`src/rtl/uart_rx.sv`:
```
// uart_rx: oversampling UART receiver with 2-flop input synchronizer, valid/ready output and error pulses.
module uart_rx #(
  parameter int DATA_LEN = 8,
  parameter int CLK_DIV  = 100
) (
  input  logic                clk,
  input  logic                rst_n,
  input  logic                rx_in,
  input  logic                rx_ready,
  output logic [DATA_LEN-1:0] rx_data,
  output logic                rx_valid,
  output logic                rx_busy,
  output logic                frame_err,
  output logic                overrun_err
);
  localparam int CW = $clog2(CLK_DIV);
  localparam int BW = DATA_LEN > 1 ? $clog2(DATA_LEN) : 1;
  localparam logic [CW-1:0] HALF = CW'(CLK_DIV / 2 - 1);
  localparam logic [CW-1:0] FULL = CW'(CLK_DIV - 1);
  localparam logic [BW-1:0] LAST = BW'(DATA_LEN - 1);
  typedef enum logic [1:0] {IDLE, START, DATA, STOP} state_t;
  state_t              state_q, state_d;
  logic [1:0]          sync_q, sync_d;
  logic [CW-1:0]       clk_cnt_q, clk_cnt_d;
  logic [BW-1:0]       bit_cnt_q, bit_cnt_d;
  logic [DATA_LEN-1:0] shift_q, shift_d, rx_data_q, rx_data_d;
  logic                rx_valid_q, rx_valid_d, frame_err_q, frame_err_d, overrun_err_q, overrun_err_d;
  logic                rx_s;
  assign rx_s        = sync_q[1];
  assign sync_d      = {sync_q[0], rx_in};
  assign rx_data     = rx_data_q;
  assign rx_valid    = rx_valid_q;
  assign rx_busy     = state_q != IDLE;
  assign frame_err   = frame_err_q;
  assign overrun_err = overrun_err_q;
  always_comb begin
    state_d       = state_q;
    clk_cnt_d     = clk_cnt_q + 1'b1;
    bit_cnt_d     = bit_cnt_q;
    shift_d       = shift_q;
    rx_data_d     = rx_data_q;
    rx_valid_d    = rx_valid_q && !rx_ready;
    frame_err_d   = 1'b0;
    overrun_err_d = 1'b0;
    case (state_q)
      IDLE: if (!rx_s) begin
        state_d   = START;
        clk_cnt_d = '0;
      end
      // Re-checking the line at mid start bit rejects short glitches.
      START: if (clk_cnt_q == HALF) begin
        state_d   = rx_s ? IDLE : DATA;
        clk_cnt_d = '0;
      end
      DATA: if (clk_cnt_q == FULL) begin
        shift_d[bit_cnt_q] = rx_s;
        clk_cnt_d          = '0;
        state_d            = bit_cnt_q == LAST ? STOP : DATA;
        bit_cnt_d          = bit_cnt_q == LAST ? '0 : bit_cnt_q + 1'b1;
      end
      STOP: if (clk_cnt_q == FULL) begin
        state_d   = IDLE;
        clk_cnt_d = '0;
        if (!rx_s) frame_err_d = 1'b1;
        else if (rx_valid_q && !rx_ready) overrun_err_d = 1'b1;
        else begin
          rx_data_d  = shift_q;
          rx_valid_d = 1'b1;
        end
      end
      default: state_d = IDLE;
    endcase
  end
  always_ff @(posedge clk or negedge rst_n) begin
    if (!rst_n) begin
      state_q       <= IDLE;
      sync_q        <= 2'b11;
      clk_cnt_q     <= '0;
      bit_cnt_q     <= '0;
      shift_q       <= '0;
      rx_data_q     <= '0;
      rx_valid_q    <= 1'b0;
      frame_err_q   <= 1'b0;
      overrun_err_q <= 1'b0;
    end else begin
      state_q       <= state_d;
      sync_q        <= sync_d;
      clk_cnt_q     <= clk_cnt_d;
      bit_cnt_q     <= bit_cnt_d;
      shift_q       <= shift_d;
      rx_data_q     <= rx_data_d;
      rx_valid_q    <= rx_valid_d;
      frame_err_q   <= frame_err_d;
      overrun_err_q <= overrun_err_d;
    end
  end
endmodule

```
`config.mk`:
```
export PLATFORM = sky130hd
export DESIGN_NAME = uart_rx
export DESIGN_NICKNAME = d
export VERILOG_FILES = /design/src/rtl/uart_rx.sv
export SDC_FILE = /design/constraint.sdc
export NUM_CORES = 1
export LEC_CHECK = 0
export CAP_MARGIN = 30
export CORE_UTILIZATION = 49
export CTS_CLUSTER_DIAMETER = 80
export DETAILED_ROUTE_END_ITERATION = 10
export MAX_ROUTING_LAYER = met4
export PLACE_DENSITY_LB_ADDON = 0.2
export RECOVER_POWER = 100
export SYNTH_ARGS = -nofsm -noshare
export SYNTH_HDL_FRONTEND = slang
export SYNTH_SLANG_ARGS = --single-unit
```
`constraint.sdc`:
```
create_clock -name clk -period 2.1 [get_ports clk]
set_clock_uncertainty 0.1 [all_clocks]
set_input_delay 0.315 -clock clk [delete_from_list [all_inputs] [get_ports clk]]
set_output_delay 0.315 -clock clk [all_outputs]
set_load 0.01 [all_outputs]
```
After elaboration in Yosys (flattened, before gate mapping)
Index checks and enable logic that the tools add are counted.
W data, S select, Z words.

storage, ports and cells
  input port bits = 4
  word-level logic and storage cells = 58
  register bits after elaboration = 33

operators by class
  bitwise operators = 1
  eq/ne operators = 10
  $lt $le $gt $ge = 2
  mux-type cells = 25
  reduce and logical (&&, ||, !) cells = 9
  add/subtract/negate cells = 2

operator list
  operator               number
  $mux W7                3
  $pmux W7 S3            1
  $mux W1                12
  $mux W2                5
  $bwmux W8              1
  $ne A2 B2 Y1 const B   4
  $pmux W2 S4            1
  $reduce_and A4 Y1      2
  $add A7 B1 Y7 const B  1
  $eq A7 B6 Y1 const B   1
  $eq A7 B7 Y1 const B   1
  $eq A2 B2 Y1 const B   2
  $lt A3 B4 Y1 const B   1
  $add A3 B1 Y3 const B  1
  $demux W1 S3           1
  $eq A3 B3 Y1 const B   1
  $ge A3 B1 Y1 const B   1
  $mux W3                1
  $eq A2 B1 Y1 const B   1
  $logic_and A1 B1 Y1    2
  $logic_not A2 Y1       1
  $reduce_and A2 Y1      1
  $reduce_bool A2 Y1     1
  $reduce_or A2 Y1       1
  other kinds (2)        2

Depth between registers and ports, before layout
  depth after elaboration = 6
  gate-level depth with buffers = 6

Worst setup path before layout
No wires, ideal clock.

  kind = flip-flop to flip-flop
  start point = reg clk_cnt_q[3]
  end point = reg rx_data_q[0], in the netlist rx_data[0]
  period minus slack after synthesis = 2.031 ns
  slack = 0.069 ns
  cell stages (with the launch flop) = 7
  arrival = 1.806 ns
  setup time = 0.125 ns
  cells stage by stage = dfrtp_1 or3b_1 buf_6 nor3_1 and3_1 buf_4 mux2_2

on the way
  cells in the longest elaborated chain, start to end = 2

RTL lines
  element                             line  RTL
  from (decl)                         24    logic [CW-1:0] clk_cnt_q, clk_cnt_d;
  from (signal assigned)              88    clk_cnt_q <= clk_cnt_d;
  $eq A7 B7 Y1                        61    STOP: if (clk_cnt_q == FULL) begin
  $reduce_and A4 Y1 (no source line)  --
  to (signal assigned)                91    rx_data_q <= rx_data_d;
  to (decl)                           26    logic [DATA_LEN-1:0] shift_q, shift_d, rx_data_q, rx_data_d;

No other way between the ends.
A chain may end at the register's enable or synchronous reset.

Final worst setup path
  start point = reg clk_cnt_q[3]
  end point = reg shift_q[7]

on the way
  cells in the longest elaborated chain, start to end = 2

RTL lines
  element                             line  RTL
  $eq A7 B7 Y1                        55    DATA: if (clk_cnt_q == FULL) begin
  $reduce_and A2 Y1 (no source line)  --
  to (signal assigned)                90    shift_q <= shift_d;
  to (decl)                           26

No other way between the ends.

==> results.sh <==
export IMPL_rows=19
export IMPL_timing_rr_end="shift_q[7]"
export IMPL_grt_first_pass_wirelength_mm=4.381
export IMPL_gp_congestion=0.7986
export IMPL_period_needed_ns=2.072
export IMPL_p_seq_frac=0.646
export IMPL_yosys_warnings=0
export IMPL_wl_mm=2.561
export IMPL_reg2reg_from="clk_cnt_q[3]"
export IMPL_min_from="sync_q[0]"
export IMPL_ys_flop_type="dfrtp_1"
export IMPL_criticalPathCategory="reg -> reg"
export IMPL_clkPwrFrac=0.337
export IMPL_maxCapViolations=0
export IMPL_reg2reg_slack_ns=0.03
export IMPL_path_cells="or3b_4, buf_4, nor4b_4, buf_4, nand4_1, mux2_4"
export IMPL_start_kind="flop"
export IMPL_grt_remaining_overflow=0
export IMPL_endpoint_kind="flop"
export IMPL_slew_headroom=0.4759
export IMPL_nNetsFinal=152
export IMPL_place_ws_ns=0.01653
export IMPL_dr_first_iter_drc_count=26
export IMPL_rsz0062_at_grt="yes"
export IMPL_dpl_cell_area_sq_um=1692
export IMPL_cts_max_path_buffers=2
export IMPL_cts_tree="done"
export IMPL_utilization=0.6446
export IMPL_p_per_area_nw_per_um2=555.5
export IMPL_cts_htree_levels=2
export IMPL_drive_gt1_frac=0.3310
export IMPL_ant_nets=0
export IMPL_synth_edf_count=0
export IMPL_path_buf_inv=2
export IMPL_async_reset_ff_frac=1.000
export IMPL_cp_common_cell="buf_4"
export IMPL_viasPerCell=5.313
export IMPL_drv_slew=0
export IMPL_cts_sinks=33
export IMPL_postCtsHoldBufs=0
export IMPL_netlist_cell_type_count=29
export IMPL_min_delay_worst_endpoint="sync_q[1]"
export IMPL_p_int_uw=771.4
export IMPL_synth_seq_cells=33
export IMPL_fin_crit_sh=0.9867
export IMPL_critPathArrivalTime_ns=2.19
export IMPL_crit_family="simple AND/OR/NAND/NOR gates"
export IMPL_final_area_sq_um=1793
export IMPL_synth_seq_area_share=0.5712
export IMPL_grt_busiest_layer="met2"
export IMPL_worst_pin_slew_ns=0.7861
export IMPL_antenna_found_initial=0
export IMPL_cts_root_buf="clkbuf_4"
export IMPL_clk_latency_ns=0.32
export IMPL_combPwrFrac=0.018
export IMPL_ff2ff_path_depth=6
export IMPL_first_pass_iters=4
export IMPL_finalSetupViolCount=0
export IMPL_cpMaxStageDelayCell="dfrtp_1"
export IMPL_cp_depth=6
export IMPL_ios=16
export IMPL_syn_nets=119
export IMPL_path_max_fanout=6
export IMPL_die_x_um=56.40
export IMPL_layout_setup_ws_ns=0.02786
export IMPL_die_y_um=56.40
export IMPL_drc_errors=0
export IMPL_whs_path_depth=0
export IMPL_syn2layout_area_growth_pct=23.64
export IMPL_layout_common_cells="dfrtp_1 (31), mux2_2 (16), buf_4 (14)"
export IMPL_grt_total_usage=0.1911
export IMPL_swShare=0.2254
export IMPL_avgSynthCellArea_sq_um=13.06
export IMPL_cts_inserted_buffers=5
export IMPL_whs_ns=0.2689
export IMPL_dieArea_sq_um=3181
export IMPL_p_leak_nw=0.8535
export IMPL_grt_pass1_vias=1003
export IMPL_start_util=0.5214
export IMPL_met2_usage=0.3095
export IMPL_grt_use_met1=0.2190
export IMPL_max_stage_delay_ns=0.40
export IMPL_ir_drop_v=0.0004657
export IMPL_dpl_hpwl_mm=1.672
export IMPL_min_path_type="reg -> reg"
export IMPL_netlist_instances=111
export IMPL_cp_required_ns=2.21
export IMPL_final_common_cell="dfrtp_1"
export IMPL_io_buffers=15
export IMPL_core_area_sq_um=2781
export IMPL_vias=935
export IMPL_grt_use_met3=0.06452
export IMPL_outcome="finished clean"
export IMPL_fmax_mhz=482.6
export IMPL_synthesis_area_sq_um=1450
export IMPL_total_power_uw=995.9
export IMPL_diodes=0
export IMPL_p_switching_uw=224.5
export IMPL_path_clk_slew_ns=0.10
export IMPL_hold_viol_final=0
export IMPL_grt_max_degree=34
export IMPL_drt_wirelength_per_cell_um=14.55
-- flip-flops by register name, summed over array words and instances, names as in the netlist, named ones only --
signal       flops
state_q          1
rx_valid         1
clk_cnt_q        7
frame_err        1
overrun_err      1
rx_data          8
sync_q           2
shift_q          8
bit_cnt_q        3
-- worst register-to-register path: cells and delay by family, from the launching register on --
family                 cells  cell delay, ns
DFF                        1            0.40
and+or+nand+nor            3            0.78
muxes                      1            0.32
buffers and inverters      2            0.37
-- cell type report --
class                           instances  area (sq um)
Clock inverter                          2         10.01
Clock buffer                            6         41.29
Multi-Input combinational cell         71         586.8
Inverter                                2         7.507
Tap cell                               31         38.79
Timing Repair Buffer                   31         280.3
Fill cell                             212         988.4
Sequential cell                        33         828.3
-- power by group through the flow --
| stage | clock (mW) | sequential (mW) | combinational (mW) |
|---|---|---|---|
| floorplan | 0 | 0.652 | 0.00262 |
| global placement | 0 | 0.655 | 0.0193 |
| detailed placement | 0 | 0.655 | 0.0200 |
| CTS | 0.347 | 0.643 | 0.0200 |
| global route | 0.377 | 0.643 | 0.0208 |
| finish | 0.336 | 0.643 | 0.0175 |
-- cell usage after synthesis (2+ instances only) --
| cell | count | area (sq um) |
|---|---|---|
| nand3_1 | 4 | 20.02 |
| buf_6 | 2 | 22.52 |
| buf_4 | 2 | 15.01 |
| nand3b_1 | 2 | 15.01 |
| nor2_1 | 13 | 48.80 |
| nand4b_1 | 4 | 35.03 |
| nand2_1 | 3 | 11.26 |
| inv_1 | 2 | 7.510 |
| dfrtp_1 | 31 | 775.7 |
| xor2_1 | 2 | 17.52 |
| mux2_1 | 4 | 45.04 |
| dfstp_2 | 2 | 52.55 |
| ha_1 | 4 | 50.05 |
| and3_1 | 3 | 18.77 |
| mux2_2 | 16 | 180.2 |
| nor3_1 | 2 | 10.01 |
| xnor2_1 | 3 | 26.28 |
-- per-layer routing --
| metal | part of all wire | vias up |
|---|---|---|
| met1 | 0.46 | 461 |
| met4 | 0.0078 | 0 |
| li1 | - | 450 |
| met3 | 0.034 | 2 |
| met5 | 0 | - |
| met2 | 0.50 | 22 |
-- worst max-delay path by stage --
| stage | from | endpoint | slack [ns] |
|---|---|---|---|
| floorplan | clk_cnt_q[3] | rx_data[0] | 0.07 |
| global placement | clk_cnt_q[3] | rx_data[3] | 0.08 |
| detailed placement | clk_cnt_q[3] | shift_q[7] | 0.02 |
| CTS | clk_cnt_q[3] | shift_q[7] | 0.006 |
| global route | clk_cnt_q[3] | shift_q[3] | -0.05 |
| finish | clk_cnt_q[3] | shift_q[7] | 0.03 |
-- timing repair --
item	CTS	global route
buffers inserted	0	5
hold endpoints to repair	0	0
setup endpoints to repair	0	14
resized for setup	0	4
-- per-stage QoR --
stage	setup TNS (ns)	instances
after floorplan	0	111
after global placement	0	163
after detailed placement	0	163
after CTS	0	171
after global routing	-0.1206	176
final	0	176
-- cells by family (layout without fill, tap and decap cells) --
| kind of cell | count (synthesis) | count (layout) | synth area share |
|---|---|---|---|
| buffers and inverters | 7 | 41 | 0.03451 |
| XOR/XNOR | 5 | 5 | 0.03020 |
| AND/OR/NAND/NOR | 38 | 38 | 0.1579 |
| multiplexers | 20 | 20 | 0.1553 |
| flip-flops | 33 | 33 | 0.5712 |
| AO/OA/AOI/OAI | 4 | 4 | 0.01639 |
| adder cells (fa/ha/maj) | 4 | 4 | 0.03451 |
(Power assumes the default switching activity.)
==> patch 1 (same settings) <==
Take the reset off `shift_q` and `rx_data_q` and load them in a clocked block of their own.
--- a/src/rtl/uart_rx.sv
+++ b/src/rtl/uart_rx.sv
@@ -78,6 +78,4 @@
       clk_cnt_q     <= '0;
       bit_cnt_q     <= '0;
-      shift_q       <= '0;
-      rx_data_q     <= '0;
       rx_valid_q    <= 1'b0;
       frame_err_q   <= 1'b0;
@@ -88,6 +86,4 @@
       clk_cnt_q     <= clk_cnt_d;
       bit_cnt_q     <= bit_cnt_d;
-      shift_q       <= shift_d;
-      rx_data_q     <= rx_data_d;
       rx_valid_q    <= rx_valid_d;
       frame_err_q   <= frame_err_d;
@@ -95,4 +91,9 @@
     end
   end
+
+  always_ff @(posedge clk) begin
+    shift_q   <= shift_d;
+    rx_data_q <= rx_data_d;
+  end
 endmodule
 
Check against the original RTL: no difference found for any inputs over 10 cycles, from zero or initial values and one cycle with rst_n low; that may be too few to reach the edited logic, so the function may still have changed.
==> patch 1 against the unedited design <==
Count of clock-buffer cells in the layout increased by 1; core utilization fell by 1.8 points; register-to-register slack gained 0.13 ns; global-route usage shrank 1.0 points; power is 1.2% higher; area after synthesis is 6.0% lower; final cell count is 14% lower; worst setup slack gained 0.098 ns; critical path depth down 4; sequential cell count is the same; wire length decreased by 22%; cell area down 11%.
==> patch 1: results (changes against the unedited design) <==
status completed (unchanged); largest net degree at the start of global routing 18 (was 34); ant diodes 0 (unchanged); Reg clk slew, reported paths 0.09 ns; Distinct cells, synth 31 (was 29); Worst-Skew Late Latency 0.32 ns (about the same); number of I/O port buffers 15 (unchanged); CP max stage delay 0.49 ns (was 0.40 ns); initial antenna violation count 0 (unchanged); syn avg cell area 13.9 µm² (was 13.1 µm²); yosys synthesis warning count 0 (unchanged); gr usage total 18.1% (was 19.1%); routed wire length 2010 µm (was 2560 µm); Max Buffers Root-to-Sink 2 (unchanged); cts bufs inserted 5 (unchanged); sequential fraction of the synthesis area 66.7% (was 57.1%); setup repair bufs after CTS 0 (unchanged); GP Congestion 0.831 (was 0.799); Slew HR 41.8% (was 47.6%); nets 129 (was 152); critical path arrival 1.56 ns (was 2.19 ns); post-CTS sizing 0 (unchanged); ranking of synthesized cells by area edfxtp_1 35%, dfrtp_1 28%, dfstp_2 3.9% (was dfrtp_1 53%, mux2_2 12%, dfstp_2 3.6%); Pleak 0.626 nW (was 0.853 nW); number of global-route vias before repair 800 (was 1003); first-pass GRT wire length 3320 µm (was 4380 µm); placed cells 144 (was 163); Net Sw Frac 19.4% (was 22.5%); Post-synth EDFFs 16 (was 0); vias 850 (was 935); Layout Cells excl Fill 152 (was 176); Clock Root Buffer clkbuf_4 (unchanged); placed inst area 1560 µm² (was 1690 µm²); CTS H-tree depth 2 (unchanged); top cells by count, synth 16 x edfxtp_1, 15 x dfrtp_1, 8 x nor3_1 (was 31 x dfrtp_1, 16 x mux2_2, 13 x nor2_1); worst vdd ir 0.555 mV (was 0.466 mV); DRT iter0 DRCs 11 (was 26); Async SR Flop Fraction 51.5% (was 100%); DP HPWL 1500 µm (was 1670 µm); DRT Pass-1 Iters 4 (unchanged); slowest CP cell clkdlybuf4s50_1 (was dfrtp_1); share of cells above drive strength 1 11.5% (was 33.1%); worst hold path type reg2reg (unchanged); syn_nets 106 (was 119); CP top delay family buffers and inverters (was simple AND/OR/NAND/NOR gates); crit-path max FO 6 (unchanged)
[patch 1: changes by cell type in the layout (fill, tap and decap cells not counted), sizes merged, moves of 3 or more]
cell           before  now
clkdlybuf4s50      13    2
buf                15    1
dfrtp              31   15
and3                3    0
nor3                2   10
edfxtp              0   16
mux2               20    3
nor2               13    5
dlygate4sd3         2   13
[patch 1: final cells by class]
type / count / area, µm²
well taps: 30 / 37.5
multi-input cells: 60 / 422
inverters: 3 / 11.3
repair buffers: 18 / 166
clock inverters: 1 / 3.75
clock buffers: 7 / 45.0
fillers: 203 / 951
flip-flops and latches: 33 / 908
[patch 1: cells by family (layout without fill, tap and decap cells)]
family          after synthesis  after routing  synth area share (%)
flops                        33             33                  66.7
simple gates                 41             41                  18.9
buf+inv                       5             29                  1.93
compound gates                9              9                  4.41
fa+ha+maj                     4              4                  3.67
xor+xnor                      3              3                  1.93
mux                           3              3                  2.48
[patch 1: metal layers]
layer  vias up  routed length, µm  GRT usage, %
li1        416                  -             -
met1       408                805          18.0
met2        22               1070          28.5
met3         4                101          8.33
met4         0                 34          11.1
met5         -                  0             -
[patch 1: worst paths after layout]
path / startpoint / end / slack (ns) / cells after the start
min in group asynchronous: rst_n / clk_cnt_q[2] / 0.52 / 2
hold / removal: sync_q[0] / sync_q[1] / 0.27 / 0
hold reg to reg: sync_q[0] / sync_q[1] / 0.27 / 0
max in group asynchronous: rst_n / rx_valid / 0.85 / 2
setup reg to reg: clk_cnt_q[0] / rx_data[6] / 0.16 / 5
setup / recovery: register / rx_busy / 0.13 / 2
[patch 1: metrics by stage]
step	hold slack [ns]	setup slack [ns]	util, %
CTS	0.201	0.0778	63.3
global placement	0.247	0.239	61.4
global route	0.269	0.0408	62.6
floorplan	-0.0806	0.236	-
detailed placement	0.249	0.179	61.4
finish	0.266	0.126	62.6
[patch 1: power by group through the flow]
| stage | Sequential, mW | Combinational [mW] | Clock (mW) |
|---|---|---|---|
| final | 0.682 | 0.0121 | 0.314 |
| after global routing | 0.682 | 0.0145 | 0.358 |
| after CTS | 0.682 | 0.0148 | 0.328 |
| after detailed placement | 0.696 | 0.0148 | 0 |
| after global placement | 0.696 | 0.0143 | 0 |
| after floorplan | 0.695 | 0.00133 | 0 |
==> patch 2 (same settings) <==
Without the edit above. The parameter `CLK_DIV` goes from 100 to 200.
--- a/src/rtl/uart_rx.sv
+++ b/src/rtl/uart_rx.sv
@@ -2,5 +2,5 @@
 module uart_rx #(
   parameter int DATA_LEN = 8,
-  parameter int CLK_DIV  = 100
+  parameter int CLK_DIV  = 200
 ) (
   input  logic                clk,
Check against the original RTL: no difference found for any inputs over 10 cycles, from zero or initial values and one cycle with rst_n low; that may be too few to reach the edited logic, so the function may still have changed.
==> patch 2 against the unedited design <==
Hold slack lost 0.0074 ns; power grew 4.6%; worst setup slack better by 0.053 ns; first-iteration DRC count rose by 35%; area after synthesis increased by 5.3%; wire length increased by 3.5%; sequential cell count grew 1; cell area decreased by 0.35%; core utilization shrank 1.8 points; critical endpoint is now rx_busy; highest routed layer unchanged.
==> patch 2: results (changes against the unedited design) <==
status completed (unchanged); largest net degree at the start of global routing 35 (was 34); Reg2Reg Depth 5 (was 6); post-layout minimum cycle time 2.02 ns (was 2.07 ns); Layout Cells excl Fill 178 (was 176); Compound-Gate Fraction of Synth Area 3.85% (was 1.64%); worst hold path type reg2reg (unchanged); Async SR Flop Fraction 100% (unchanged); share of cells above drive strength 1 23.8% (was 33.1%); GP Congestion 0.786 (was 0.799); mux share of post-synthesis cell area 14.0% (was 15.5%); nets 153 (was 152); DR vias/cell 5.68 (was 5.31); DRT iter0 DRCs 35 (was 26); Filler cells 251 (was 212); sequential fraction of the synthesis area 55.9% (was 57.1%); Pleak 0.867 nW (was 0.853 nW); Clock Root Buffer clkbuf_4 (unchanged); ranking of synthesized cells by area dfrtp_1 52%, mux2_2 14%, dfstp_2 3.4% (was dfrtp_1 53%, mux2_2 12%, dfstp_2 3.6%); xor/xnor cell area share of the yosys netlist 2.87% (was 3.02%); CP max stage delay 0.48 ns (was 0.40 ns); placed cells 169 (was 163); DP HPWL 1870 µm (was 1670 µm); Worst-Skew Late Latency 0.32 ns (about the same); worst hold margin 0.261 ns (was 0.269 ns); worst vdd ir 0.498 mV (was 0.466 mV); Post-Synthesis Cells 126 (was 111); pre-CTS setup slack 0.0236 ns (was 0.0165 ns); top cells by count, synth 32 x dfrtp_1, 19 x mux2_2, 11 x nor2_1 (was 31 x dfrtp_1, 16 x mux2_2, 13 x nor2_1); number of global-route vias before repair 1078 (was 1003); ant diodes 0 (unchanged); placed inst area 1710 µm² (was 1690 µm²); drt wl/cell 14.9 µm (was 14.6 µm); Distinct cells, synth 33 (was 29); worst reg-to-reg setup slack 0.11 ns (was 0.03 ns); gr usage total 19.7% (was 19.1%); yosys synthesis warning count 0 (unchanged); number of I/O port buffers 15 (unchanged); crit-path max FO 11 (was 6); critical path arrival 1.60 ns (was 2.19 ns); Max Buffers Root-to-Sink 2 (unchanged); Post-Synth Adder-Cell Area 2.46% (was 3.45%); area of the multi-input gates 644 µm² (was 587 µm²); first-pass GRT wire length 4680 µm (was 4380 µm); Worst R2R Start clk_cnt_q[0] (was clk_cnt_q[3]); Slew HR 45.8% (was 47.6%)
==> patch 2: cell types whose count changed after synthesis, moves of 3 or more <==
cell      delta
nand4b_1     -3
mux2_1       -4
clkbuf_1     +4
a31oi_1      +3
mux2_2       +3
nand3_1      +4
nor2b_1      +3
nor3_1       +4
==> patch 2: kinds of logic (layout without fill, tap and decap cells) <==
group | after synthesis | after routing
AND/OR/NAND/NOR | 49 | 49
adder cells (fa/ha/maj) | 3 | 3
flip-flops | 34 | 34
AO/OA/AOI/OAI | 9 | 9
multiplexers | 19 | 19
buffers and inverters | 7 | 28
XOR/XNOR | 5 | 5
==> patch 2: final cells by class <==
type                    instances  area share, %
clock inverters                 1          0.280
well taps                      31           2.17
flip-flops and latches         34           47.8
multi-input cells              85           36.1
repair buffers                 18           10.2
inverters                       2          0.420
clock buffers                   7           3.08
==> patch 2: final timing paths <==
path	to
worst max register to register	shift_q[2]
min in group asynchronous	clk_cnt_q[5]
max in group asynchronous	shift_q[6]
worst max-delay path	rx_busy
worst min-delay path	sync_q[1]
worst min register to register	sync_q[1]
==> patch 2: layer usage <==
layer	GRT usage, %	share of wire [%]	up-vias
met4	11.9	2.6	0
met1	23.9	45	495
met2	29.2	47	28
met3	5.58	4.8	7
met5	-	0	-
li1	-	-	481
==> patch 2: critical path, delay by kind of cell (launching register included) <==
kind,cells,cell delay [ns]
DFF,1,0.48
buffers and inverters,1,0.47
and+or+nand+nor,1,0.32
==> patch 2: power by group <==
group / switching, mW / leakage [nW] / internal [mW]
Sequential: 0.000881 / 0.453 / 0.658
Clock: 0.198 / 0.0353 / 0.162
Combinational: 0.0158 / 0.379 / 0.00656
